## config.mk

```make
export PLATFORM = sky130hd
export DESIGN_NAME = cast_op_pipe
export DESIGN_NICKNAME = d
export VERILOG_FILES = /design/src/rtl/cast_op_pipe.sv
export SDC_FILE = /design/constraint.sdc
export NUM_CORES = 1
export LEC_CHECK = 0
export CAP_MARGIN = 30
export CELL_PAD_IN_SITES_DETAIL_PLACEMENT = 1
export CELL_PAD_IN_SITES_GLOBAL_PLACEMENT = 1
export CORE_MARGIN = 2
export CORE_UTILIZATION = 32
export CTS_BUF_LIST = sky130_fd_sc_hd__clkbuf_8
export DETAILED_ROUTE_END_ITERATION = 8
export HOLD_SLACK_MARGIN = 0.08
export PLACE_DENSITY = 0.88
export REMOVE_ABC_BUFFERS = 1
export SYNTH_ARGS = -nofsm -noshare
export SYNTH_HDL_FRONTEND = slang
export SYNTH_SLANG_ARGS = --single-unit
```

## constraint.sdc

```tcl
create_clock -name clk -period 1.7 [get_ports clk]
set_clock_uncertainty 0.05 [all_clocks]
set_input_delay 0.51 -clock clk [delete_from_list [all_inputs] [get_ports clk]]
set_output_delay 0.51 -clock clk [all_outputs]
set_load 0.05 [all_outputs]
```

## src/rtl/cast_op_pipe.sv

```systemverilog
// Integer cast unit (ZEXT/SEXT/TRUNC/SAT_TRUNC) with a per-transaction opcode and a saturation flag.
// Latency: Latency cycles from accept to out_valid. Stall chain: 1/cycle when drained, enable=0 freezes every stage.
module cast_op_pipe #(
   parameter int ParamBitWidth  = 32,
   parameter int ReturnBitWidth = 32,
   parameter int Latency        = 1
) (
   input  logic                      clk,
   input  logic                      reset_n,
   input  logic                      enable,
   input  logic                      in_valid,
   output logic                      in_ready,
   input  logic [1:0]                op,
   input  logic [ParamBitWidth-1:0]  lhs,
   output logic                      out_valid,
   input  logic                      out_ready,
   output logic [ReturnBitWidth-1:0] ret,
   output logic                      sat
);
   localparam int P = ParamBitWidth;
   localparam int R = ReturnBitWidth;

   typedef struct packed {
      logic [R-1:0] ret;
      logic         sat;
   } res_t;

   generate
      if (Latency < 1 || Latency > 4) begin : g_bad_latency
         $error("cast_op_pipe: Latency must be in 1..4");
      end
   endgenerate

   logic [R-1:0] ext_ret;
   logic [R-1:0] sat_ret;
   logic         sat_hit;
   res_t         cast_res;

   // Signed resize covers SEXT and TRUNC in both directions: it truncates when R<P.
   assign ext_ret = R'($signed(lhs));

   generate
      if (R < P) begin : g_narrow
         localparam logic [P-1:0] SMAX = {{(P-R+1){1'b0}}, {(R-1){1'b1}}};
         localparam logic [P-1:0] SMIN = {{(P-R+1){1'b1}}, {(R-1){1'b0}}};
         always_comb begin
            sat_hit = 1'b0;
            sat_ret = ext_ret;
            if ($signed(lhs) > $signed(SMAX)) begin
               sat_hit = 1'b1;
               sat_ret = R'(SMAX);
            end else if ($signed(lhs) < $signed(SMIN)) begin
               sat_hit = 1'b1;
               sat_ret = R'(SMIN);
            end
         end
      end else begin : g_wide
         assign sat_hit = 1'b0;
         assign sat_ret = ext_ret;
      end
   endgenerate

   always_comb begin
      cast_res.ret = ext_ret;
      cast_res.sat = 1'b0;
      case (op)
         2'd0: cast_res.ret = R'(lhs);
         2'd3: begin
            cast_res.ret = sat_ret;
            cast_res.sat = sat_hit;
         end
         default: ;
      endcase
   end

   logic [Latency-1:0] stg_vld;
   logic [Latency-1:0] adv;
   logic [Latency-1:0] src_vld;
   res_t               stg_dat [Latency];
   res_t               src_dat [Latency];

   // A stage advances when any stage from it to the output is empty, or the consumer takes the result.
   always_comb begin
      logic full_tail;
      full_tail = 1'b1;
      adv       = '0;
      for (int k = Latency - 1; k >= 0; k--) begin
         full_tail = full_tail & stg_vld[k];
         adv[k]    = enable & (out_ready | !full_tail);
      end
   end

   always_comb begin
      src_vld[0] = in_valid;
      src_dat[0] = cast_res;
      for (int k = 1; k < Latency; k++) begin
         src_vld[k] = stg_vld[k-1];
         src_dat[k] = stg_dat[k-1];
      end
   end

   assign in_ready = reset_n & adv[0];

   always_ff @(posedge clk or negedge reset_n) begin
      if (!reset_n) begin
         stg_vld <= '0;
         for (int k = 0; k < Latency; k++) stg_dat[k] <= '0;
      end else begin
         for (int k = 0; k < Latency; k++) begin
            if (adv[k]) begin
               stg_vld[k] <= src_vld[k];
               if (src_vld[k]) stg_dat[k] <= src_dat[k];
            end
         end
      end
   end

   assign out_valid = stg_vld[Latency-1];
   assign ret       = stg_dat[Latency-1].ret;
   assign sat       = stg_dat[Latency-1].sat;
endmodule
```

==> results of run 1 <==
[cell type report]
class | instances | area [µm²]
clock inverters | 1 | 3.75
fillers | 381 | 1710
clock buffers | 6 | 82.6
well taps | 52 | 65.1
repair buffers | 74 | 1080
flip-flops and latches | 33 | 827
multi-input cells | 38 | 522
[power by group]
part | switching (mW) | internal (mW)
logic | 0.742 | 0.877
registers | 0.187 | 0.941
clock network | 0.273 | 0.315
total | 1.20 | 2.13
[layer usage]
| layer | global-route usage [%] | wire (µm) | part of all wire, % |
|---|---|---|---|
| met5 | 0 | 0 | 0 |
| met4 | 4.49 | 41 | 1.1 |
| met3 | 4.76 | 224 | 6.1 |
| met2 | 31.4 | 2140 | 59 |
| met1 | 16.6 | 1250 | 34 |
[what timing repair did]
action	CTS	global route
pin swaps	1	0
gates cloned	0	0
endpoints found under the setup margin	33	20
buffers inserted	1	0
gates resized for setup	8	0
[per-stage QoR]
step | hold WS (ns) | std cells | setup TNS (ns) | setup WS, ns
after floorplan | 0.164 | 71 | -24.94 | -0.852
after global placement | 0.508 | 196 | -10.26 | -0.335
after detailed placement | 0.515 | 196 | -12.42 | -0.404
after CTS | 0.245 | 204 | 0 | 0.00241
after global routing | 0.270 | 204 | -0.234 | -0.0300
final | 0.223 | 204 | 0 | 0.00996
[sequential cells by signal, indices dropped and copies added, names as in the netlist]
register   flops
out_valid      1
ret           32
[worst max path at each step]
stage,startpoint,endpoint,slack (ns),depth (start not counted)
final,out_valid,in_ready,0.01,3
after global routing,out_valid,in_ready,-0.03,3
after CTS,out_valid,in_ready,0.002,3
after detailed placement,out_ready,ret[26],-0.40,5
after global placement,out_ready,ret[26],-0.33,5
after floorplan,out_valid,ret[26],-0.85,3
[cell usage in the layout (no fill, tap or decap)]
cell type	n
conb_1	1
dfrtp_1	32
buf_4	2
and3_4	1
a22o_1	1
clkbuf_8	6
mux2_4	30
and3_2	1
buf_2	2
nand2b_4	1
dfrtp_2	1
dlygate4sd2_1	1
clkdlybuf4s50_1	33
buf_12	36
mux2_2	2
inv_1	1
nand2_1	1
[kinds of logic (layout without fill, tap and decap cells)]
group,after synthesis,count (layout),share of synthesized area (%)
flip-flops,33,33,58.4
multiplexers,32,32,33.5
buffers and inverters,5,81,5.58
AND/OR/NAND/NOR,4,4,1.68
other,1,1,0.265
AO/OA/AOI/OAI,1,1,0.620
[worst max-delay path, stage by stage (launching register included)]
cell and delay, ns:
dfrtp_2 0.45, nand2b_4 0.08, and3_4 0.19, buf_12 0.13
==> results_dict.tcl, run 1 <==
set metrics [dict create \
    status "completed" \
    tritoncts_num_sinks 33 \
    post_synth_most_frequent_cells "dfrtp_1, mux2_4, buf_12" \
    synth-edff-count 0 \
    r2r_end "ret[26]" \
    ant_nets 0 \
    detail_route.vias_per_cell 4.46 \
    worst-endpoint-arrival_ns 1.13 \
    synthMostInstantiatedCell "dfrtp_1" \
    htreeDepth 2 \
    class_of_the_most_critical_setup_path "flip-flop to output pin" \
    floorplan.rows 24 \
    max-vdd-ir-drop_v 0.000564 \
    gp_congestion 0.715 \
    syn-cell-area_um2 1410 \
    grt_first_pass_wirelength_um 6020 \
    worst_setup_path_start_kind "flip-flop" \
    syn2layout_area_growth_pct 82.8 \
    synth_seq_cells 33 \
    setup_violators_final 0 \
    pins_over_their_slew_limit 0 \
    cts.reportedPaths.clkPinSlew_ns 0.06 \
    root_buffer "clkbuf_8" \
    insertedDiodeCount 0 \
    achievable-frequency_mhz 592 \
    worst-r2r-setup-slack_ns 0.13 \
    worstPathMaxFanout 3 \
    drc 0 \
    core_um2 4290 \
    cts_tree "yes" \
    number_of_buffers_inserted_during_clock_tree_synthesis 5 \
    final_hold_viol_count 0 \
    numPortBuffers 70 \
    synthesis.area_per_instance_um2 18.6 \
    detail_route.first_pass.iterations 4 \
    floorplan.io_pins 74 \
    routed_wire_length_per_instance_um 17.9 \
    layout_worst_path_cycle_share_pct 99.4 \
    worst_hold_path_type "input pin to asynchronous set/reset pin" \
    layout_min_cycle_time_ns 1.69 \
    max_buffers_root_to_sink 2 \
    initial_drc_count 19 \
    grt.overflow.total 0 \
    post_synth_main_area_contributors "dfrtp_1, mux2_4, buf_12" \
    hold_buf_count_cts 0 \
    synth-seq-area-share_pct 58.4 \
    dieWidth_um 70.5 \
    floorplan.initialDensity_pct 32.9 \
    die_area_um2 4970 \
    synth.yosys.warnings 0 \
    r2r-start "out_valid" \
    fin_area_um2 2580 \
    max_cap_violation_count 0 \
    setup_repair_after_global_routing_missed_its_margin "true" \
    async_flop_share_pct 100 \
    netlist.top_cell.by_area "dfrtp_1" \
    grt_max_degree 34 \
    nets_finish 191 \
    post_route_cells_drive_above_1_share_pct 53.9 \
    post_synth_inst_count 76 \
    synth.top_cell.area_share_pct 58.4 \
    wl_um 3660 \
    dr_total_vias 909 \
    placed_cell_area_um2 2480 \
    power.total_mw 3.34 \
    synth.distinct_cells 12 \
    gr-usage-all-layers_pct 16.2 \
    worstRegToRegCells 5 \
    detailedPlacementHpwl_um 2860 \
    synthFlopType "dfrtp_1" \
    power-per-cell-area_nw_per_um2 1290 \
    cellLeakagePower_nw 1.17 \
    critical_path_required_ns 1.14 \
    final_core_util_pct 60.2 \
    clk-insertion-delay-late_ns 0.28 \
    grt_pass1_vias 1104 \
    dieHeight_um 70.5 \
    grt_antenna_before_repair 0 \
    critical_path.endpoint_type "output pin" \
]
No activity file was read; power rests on OpenSTA's default activity.
==> run 2: changes to the inputs <==
- GPL_TIMING_DRIVEN: unset -> 0
==> results_dict.tcl, run 2 (synthesis results as in run 1) <==
set metrics [dict create \
    die_area_um2 4970 \
    max-vdd-ir-drop_v 0.000524 \
    drc 0 \
    netSwitchingFraction_pct 38.2 \
    flip_flop_count_of_the_largest_register_all_copies_and_words_added 32 \
    grt_max_degree 19 \
    dieWidth_um 70.5 \
    grt_pass1_vias 1115 \
    commonest_cells_after_routing_fill_and_taps_aside "clkdlybuf4s50_1, dfrtp_1, mux2_4" \
    routed_wire_length_per_instance_um 16.9 \
    insertedDiodeCount 0 \
    power-per-cell-area_nw_per_um2 1260 \
    detail_route.first_pass.iterations 4 \
    numPortBuffers 70 \
    pins_over_their_slew_limit 0 \
    grt_first_pass_wirelength_um 5790 \
    grt_antenna_before_repair 0 \
    power.total_mw 2.91 \
    number_of_buffers_inserted_during_clock_tree_synthesis 5 \
    floorplan.rows 24 \
    floorplan.io_pins 74 \
    switchingPower_mw 1.11 \
    cts.reportedPaths.clkPinSlew_ns 0.07 \
    numPlacedInstances 195 \
    maxSlewHeadroom_pct 52.3 \
    worst_slack_ns 0.0263 \
    worst-endpoint-arrival_ns 1.11 \
    final_cell_count_no_fill 206 \
    placed_cell_area_um2 2160 \
    crit_path_cell_trace "nand2b_4 -> and3_4 -> buf_8" \
    setup_total_negative_slack_ns 0 \
    worstPathMaxFanout 3 \
    root_buffer "clkbuf_8" \
    floorplan.initialDensity_pct 32.9 \
    core_um2 4290 \
    share_seq_of_total_power_pct 35.5 \
    detail_route.vias_per_cell 4.40 \
    tritoncts_num_sinks 33 \
    comb_power_share_pct 42.5 \
    gp_congestion 0.692 \
    max_buffers_root_to_sink 2 \
    max_cap_violation_count 0 \
    worst_hold_path_type "input pin to asynchronous set/reset pin" \
    wl_um 3470 \
    gr-usage-all-layers_pct 15.3 \
    layout_min_cycle_time_ns 1.67 \
    pwr-share-clk_pct 22.0 \
    class_of_the_most_critical_setup_path "flip-flop to output pin" \
    fin_area_um2 2310 \
    grt.overflow.total 0 \
    cts_tree "yes" \
    layout_worst_path_cycle_share_pct 98.5 \
    sequential_cell_area_um2 826 \
    critical_path.endpoint_type "output pin" \
    worst-slew-pin-transition_ns 0.713 \
    dr_total_vias 907 \
    footprint_of_the_multi_input_gates_um2 526 \
    detailedPlacementHpwl_um 2700 \
    ant_nets 0 \
    post_route_cells_drive_above_1_share_pct 53.9 \
    final_hold_viol_count 0 \
    critical_path_required_ns 1.14 \
    achievable-frequency_mhz 597 \
    worst_setup_path_start_kind "flip-flop" \
    setup_violators_final 0 \
    dieHeight_um 70.5 \
    syn2layout_area_growth_pct 63.7 \
    internal_power_mw 1.80 \
    hold-worst-slack_ns 0.0903 \
    initial_drc_count 11 \
    status "completed" \
    detailedPlace.worstSlack_ns -1.59 \
    clk-insertion-delay-late_ns 0.27 \
    htreeDepth 2 \
    crit_slowest_cell "dfrtp_1" \
    final_core_util_pct 53.9 \
    fillerInstances 413 \
    cp_slowest_stage_delay_ns 0.43 \
    nets_finish 192 \
    setup_repair_after_global_routing_missed_its_margin "true" \
    cellLeakagePower_nw 1.04 \
]
run 2: critical path, delay by kind of cell (launching register included):
family	cells	cell delay [ns]
DFF	1	0.43
and+or+nand+nor	2	0.27
buffers and inverters	1	0.14
run 2: path summary, 6_finish.rpt:
kind,startpoint,end,slack [ns],depth (start not counted)
worst max-delay path,out_valid,in_ready,0.03,3
worst min-delay path,reset_n,ret[17],0.09,2
worst max register to register,out_valid,ret[31],0.18,5
worst min register to register,ret[7],ret[7],0.46,1
max in group asynchronous,reset_n,ret[18],0.35,2
min in group clk,ret[7],ret[7],0.46,1
run 2: timing repair:
item,in CTS,in global routing
setup buffers,1,1
setup endpoints to repair,66,7
hold buffers,1,0
endpoints found under the hold margin,15,0
resized for setup,117,7
pin swaps,1,1
run 2: final cells by class:
cell class | instances | share of cell area [%]
clock buffer | 7 | 4.16
clock inverter | 1 | 0.216
multi-input combinational | 38 | 22.7
sequential | 33 | 35.7
tap | 52 | 2.81
timing repair buffer | 75 | 34.4
run 2: routing by layer:
metal	global-route usage, %	wire, µm	vias up
li1	-	-	412
met1	16.4	1250	451
met2	28.3	1970	37
met3	5.34	232	7
met4	3.85	17	0
met5	0	0	-
run 2: power by group through the flow:
| stage | sequential [mW] | clock (mW) | combinational [mW] |
|---|---|---|---|
| after floorplan | 1.58 | 0 | 0.267 |
| after global placement | 1.03 | 0 | 1.26 |
| after detailed placement | 1.05 | 0 | 1.29 |
| after CTS | 1.04 | 0.667 | 1.26 |
| after global routing | 1.06 | 0.700 | 1.28 |
| final | 1.03 | 0.640 | 1.24 |
==> run 3: changes to the inputs <==
- GPL_ROUTABILITY_DRIVEN: unset -> 1
==> results of run 3 <==
Same layout as run 2: the final DEF is identical, and so are final timing and power.
==> RTL edit 1: new RTL, settings of run 3 <==
Set the parameter `Latency` to 2 (it was 1). Comments in the files are not updated.
--- a/src/rtl/cast_op_pipe.sv
+++ b/src/rtl/cast_op_pipe.sv
@@ -4,5 +4,5 @@
    parameter int ParamBitWidth  = 32,
    parameter int ReturnBitWidth = 32,
-   parameter int Latency        = 1
+   parameter int Latency        = 2
 ) (
    input  logic                      clk,
Check against the original RTL: not equivalent (Yosys sat finds a counterexample within 4 cycles, from zero or initial values and one cycle with reset_n low).
==> RTL edit 1 against run 3 <==
Wire length grew 57%. Worst setup slack worse by 50 ps. Sequential cell count up 33. Sequential share of layout area is 8.3 points higher. Synthesized area grew 79%. The flow now finishes with violations (setup timing). Critical path type unchanged. Design area is 62% higher. Total power is 110% higher.
==> RTL edit 1: results (changes against run 3) <==
stage,metric,value,unit,change
run_status,outcome,"finished, violations left",,
run_status,failing checks,setup timing,,
routing,met2 routed WL,2887,microns,+46%
cts,CTS Buf Count,9,,+4
layout,nets@finish,276,,+44%
layout,Multi-In Gates,76,,+100%
routing,routed length per instance,15.88,microns,-5.8%
cts,worst skew pair latency,340,ps,+70 ps
pwr,Leak,0.001578,uW,+52%
layout,Non-CTS inverters,1,,+1
pwr,VDD IR max,811.1,uV,+55%
layout,multi-input logic area,809.5,sq um,+54%
synthesis,largest cells by area after synthesis,"dfrtp_1 (65%), mux2_2 (27%), buf_6 (2.7%)",,
layout,Non-clock buffers,83,,+11%
grt,met3 usage,3.384,%,-2.0 points
layout,clock-cell share of area,4.963,%,+0.58 points
placed_design,DP Area,3339,sq um,+55%
layout,Seq area share,43.97,%,+8.3 points
layout,Clock Buffer Count,9,,+2
cts,H-tree Lvls,3,,+1
critical_path,Reg-to-Reg Start,stg_vld[1]$_DFFE_PN0P_,,
routing,Via Count,1532,,+69%
critical_path,worst stage delay on the critical path,400,ps,-30 ps
placed_design,global placement routability congestion,0.6705,,-3.1%
grt,first-pass GRT wire length,8866,microns,+53%
layout,share of cells above drive strength 1,52.07,%,-1.8 points
synthesis,Synth cell types,14,,+2
timing,Setup Viol. Count Final,1,,+1
critical_path,reg-to-reg setup timing slack,40,ps,-140 ps
placed_design,setup slack at placement,-1136,ps,+458.2 ps
timing,Min Hold Slack,442.0,ps,+351.7 ps
timing,Fin Setup TNS,-23.73,ps,-23.73 ps
synthesis,cells after synthesis,150,,+97%
routing,metal3 WL,229,microns,-1.3%
cts,Sink Count,66,,+100%
pwr,Net Sw Frac,39.62,%,+1.5 points
timing,Final WS setup,-23.73,ps,-50.02 ps
routing,final wirelength,5464,microns,+57%
min_path,HP Class,reg -> reg,,
==> RTL edit 1: timing repair <==
| action | CTS | global route |
|---|---|---|
| setup buffers | 3 | 2 |
| setup endpoints to repair | 98 | 34 |
| hold endpoints to repair | 43 | 0 |
| pin swaps | 2 | 0 |
| hold buffers | 3 | 0 |
| gates cloned | 1 | 2 |
| gates resized for setup | 113 | 4 |
==> RTL edit 1: logic make-up (layout without fill, tap and decap cells) <==
| group | after synthesis | after routing | synth area share [%] |
|---|---|---|---|
| and+or+nand+nor | 7 | 7 | 1.728 |
| DFF | 66 | 66 | 65.19 |
| buffers and inverters | 8 | 100 | 3.111 |
| muxes | 64 | 64 | 28.44 |
| AOI/OAI and AO/OA | 4 | 4 | 1.383 |
| other | 1 | 1 | 0.1480 |
==> RTL edit 1: power by group through the flow <==
stage                     clock network (uW)  registers [uW]  logic (uW)
after floorplan                            0            3490         508
after global placement                     0            2300        2580
after detailed placement                   0            2340        2640
after CTS                               1280            2310        2600
after global routing                    1360            2380        2700
final                                   1230            2310        2590
==> RTL edit 2: new RTL, settings of run 3 <==
Without the edit above. Reset style: synchronous (`reset_n`), changed in one clocked block.
--- a/src/rtl/cast_op_pipe.sv
+++ b/src/rtl/cast_op_pipe.sv
@@ -102,5 +102,5 @@
    assign in_ready = reset_n & adv[0];
 
-   always_ff @(posedge clk or negedge reset_n) begin
+   always_ff @(posedge clk) begin
       if (!reset_n) begin
          stg_vld <= '0;
Check against the original RTL: differs if reset_n is asserted again (counterexample within 4 cycles, from zero or initial values and one cycle with reset_n low); with reset_n held inactive, the same outputs for 10 cycles.
==> RTL edit 2 against run 3 <==
Critical path type is now in -> out. Sequential cell count stayed put. Design area rose by 4.8%. Final cell count up 10%. Synthesized area increased by 12%. Highest routed layer unchanged. Count of clock-buffer cells in the layout fell by 2. Worst setup slack got worse by 20 ps. Wire length up 22%.
Power is not compared: it rests on default switching activity, and its combinational part moved more than twofold at a synthesized area within 25%.
==> RTL edit 2: results (changes against run 3) <==
stage,metric,value,unit,change
run_status,outcome,"finished, final reports clean",,
synthesis,Yosys warning total,0,,unchanged
cts,CTS Buf Count,5,,unchanged
pwr,VDD IR max,398.5,uV,
layout,number of flip-flops in the largest register,32,,unchanged
grt,M1 GR Usage,16.11,%,-0.28 points
grt,met3 usage,3.523,%,-1.8 points
layout,fill cell count,491,,+19%
synthesis,leading post-synthesis cells by instance count,"edfxtp_1 (32), and4bb_2 (26), buf_6 (6)",,
critical_path,Top delay family on crit path,buffers and inverters,,
routing,DRT Pass-1 Iters,4,,unchanged
placed_design,setup slack at placement,-1685,ps,-91.24 ps
synthesis,Post-synth EDFFs,32,,+32
grt,vias in the first global route,1153,,+3.4%
synthesis,Async SR Flop Fraction,0,%,-100 points
synthesis,largest cells by area after synthesis,"edfxtp_1 (60%), and4bb_2 (20%), nor4bb_4 (6.3%)",,
critical_path,slowest CP cell,buf_6,,
cts,H-tree Lvls,2,,unchanged
synthesis,Synth cell types,15,,+3
layout,FF/Latch Area,984.7,sq um,+19%
grt,largest net degree at the start of global routing,37,,+18
critical_path,crit-path max FO,36,,+33
cts,worst skew pair latency,270,ps,about the same
placed_design,global placement routability congestion,0.6356,,-8.1%
critical_path,worst stage delay on the critical path,220,ps,-210 ps
timing,max_slew headroom,62.91,%,+11 points
layout,nets@finish,198,,+3.1%
grt,total track usage,15.42,%,+0.14 points
synthesis,post-synthesis sequential area ratio,61.73,%,+3.3 points
critical_path,worst endpoint required time,1140,ps,about the same
cts,clk buf depth,2,,unchanged
routing,final wirelength,4254,microns,+22%
pwr,Leak,0.0008996,uW,
cts,clk slew on worst S/H paths,60,ps,
grt,M2 GR Usage,30.19,%,+1.9 points
min_path,HP Class,in -> reg,,
placed_design,DP Area,2290,sq um,+6.1%
routing,Initial DRC Count,52,,+41
layout,share of cells above drive strength 1,46.25,%,-7.6 points
cts,CTS Root Cell,clkbuf_8,,
grt,first-pass GRT wire length,6058,microns,+4.6%
routing,Via Count,1076,,+19%
placed_design,hpwl dp,2424,microns,-10%
layout,largest register by flop count,stg_dat,,
==> RTL edit 2: repair_timing <==
action | in CTS | in global routing
hold buffers | 0 | 0
cloned | 3 | 0
gates resized for setup | 87 | 27
setup endpoints to repair | 99 | 20
pin swaps | 3 | 0
setup buffers | 5 | 2
==> RTL edit 2: worst paths after layout <==
kind / start / endpoint / slack, ps / cells past startpoint
hold / removal: reset_n / out_valid$_SDFFE_PN0N_ / 550 / 2
hold reg to reg: out_valid$_SDFFE_PN0N_ / out_valid$_SDFFE_PN0N_ / 570 / 2
setup / recovery: reset_n / in_ready / 6 / 3
setup reg to reg: out_valid$_SDFFE_PN0N_ / stg_dat[0][0]$_SDFFCE_PN0P_ / 70 / 4
==> RTL edit 2: final cells by class <==
class,instances,share of cell area [%]
Multi-Input combinational cell,42,23.88
Clock buffer,5,2.837
Clock inverter,3,0.5157
Timing Repair Buffer,77,28.73
Sequential cell,33,40.59
Tap cell,67,3.455
==> RTL edit 2: routing by layer <==
layer,part of all wire [%],routed length (microns)
met1,36,1552
met2,56,2401
met3,6.1,261
met4,0.89,38
met5,0,0
==> RTL edit 2: power breakdown <==
part	switching [uW]	leakage, uW	total [uW]	internal [uW]
clock	284	0.0000430	559	275
combinational	310	0.000509	496	186
sequential	15.2	0.000347	964	949
total	609	0.000900	2020	1410
==> RTL edit 2: kinds of logic after synthesis <==
logic type | share of synthesized area [%]
AOI/OAI and AO/OA | 1.417
buffers and inverters | 5.984
and+or+nand+nor | 30.63
other | 0.2360
DFF | 61.73
==> RTL edit 2: through the flow <==
stage	power [uW]	setup TNS [ps]	instances	hold slack, ps
after detailed placement	1482	-62250	209	556.3
after global routing	2089	-38.83	227	550.7
after floorplan	1264	-66480	72	613.8
after global placement	1468	-127010	209	541.7
after CTS	2039	-85.54	225	609.5
final	2020	0	227	548.4
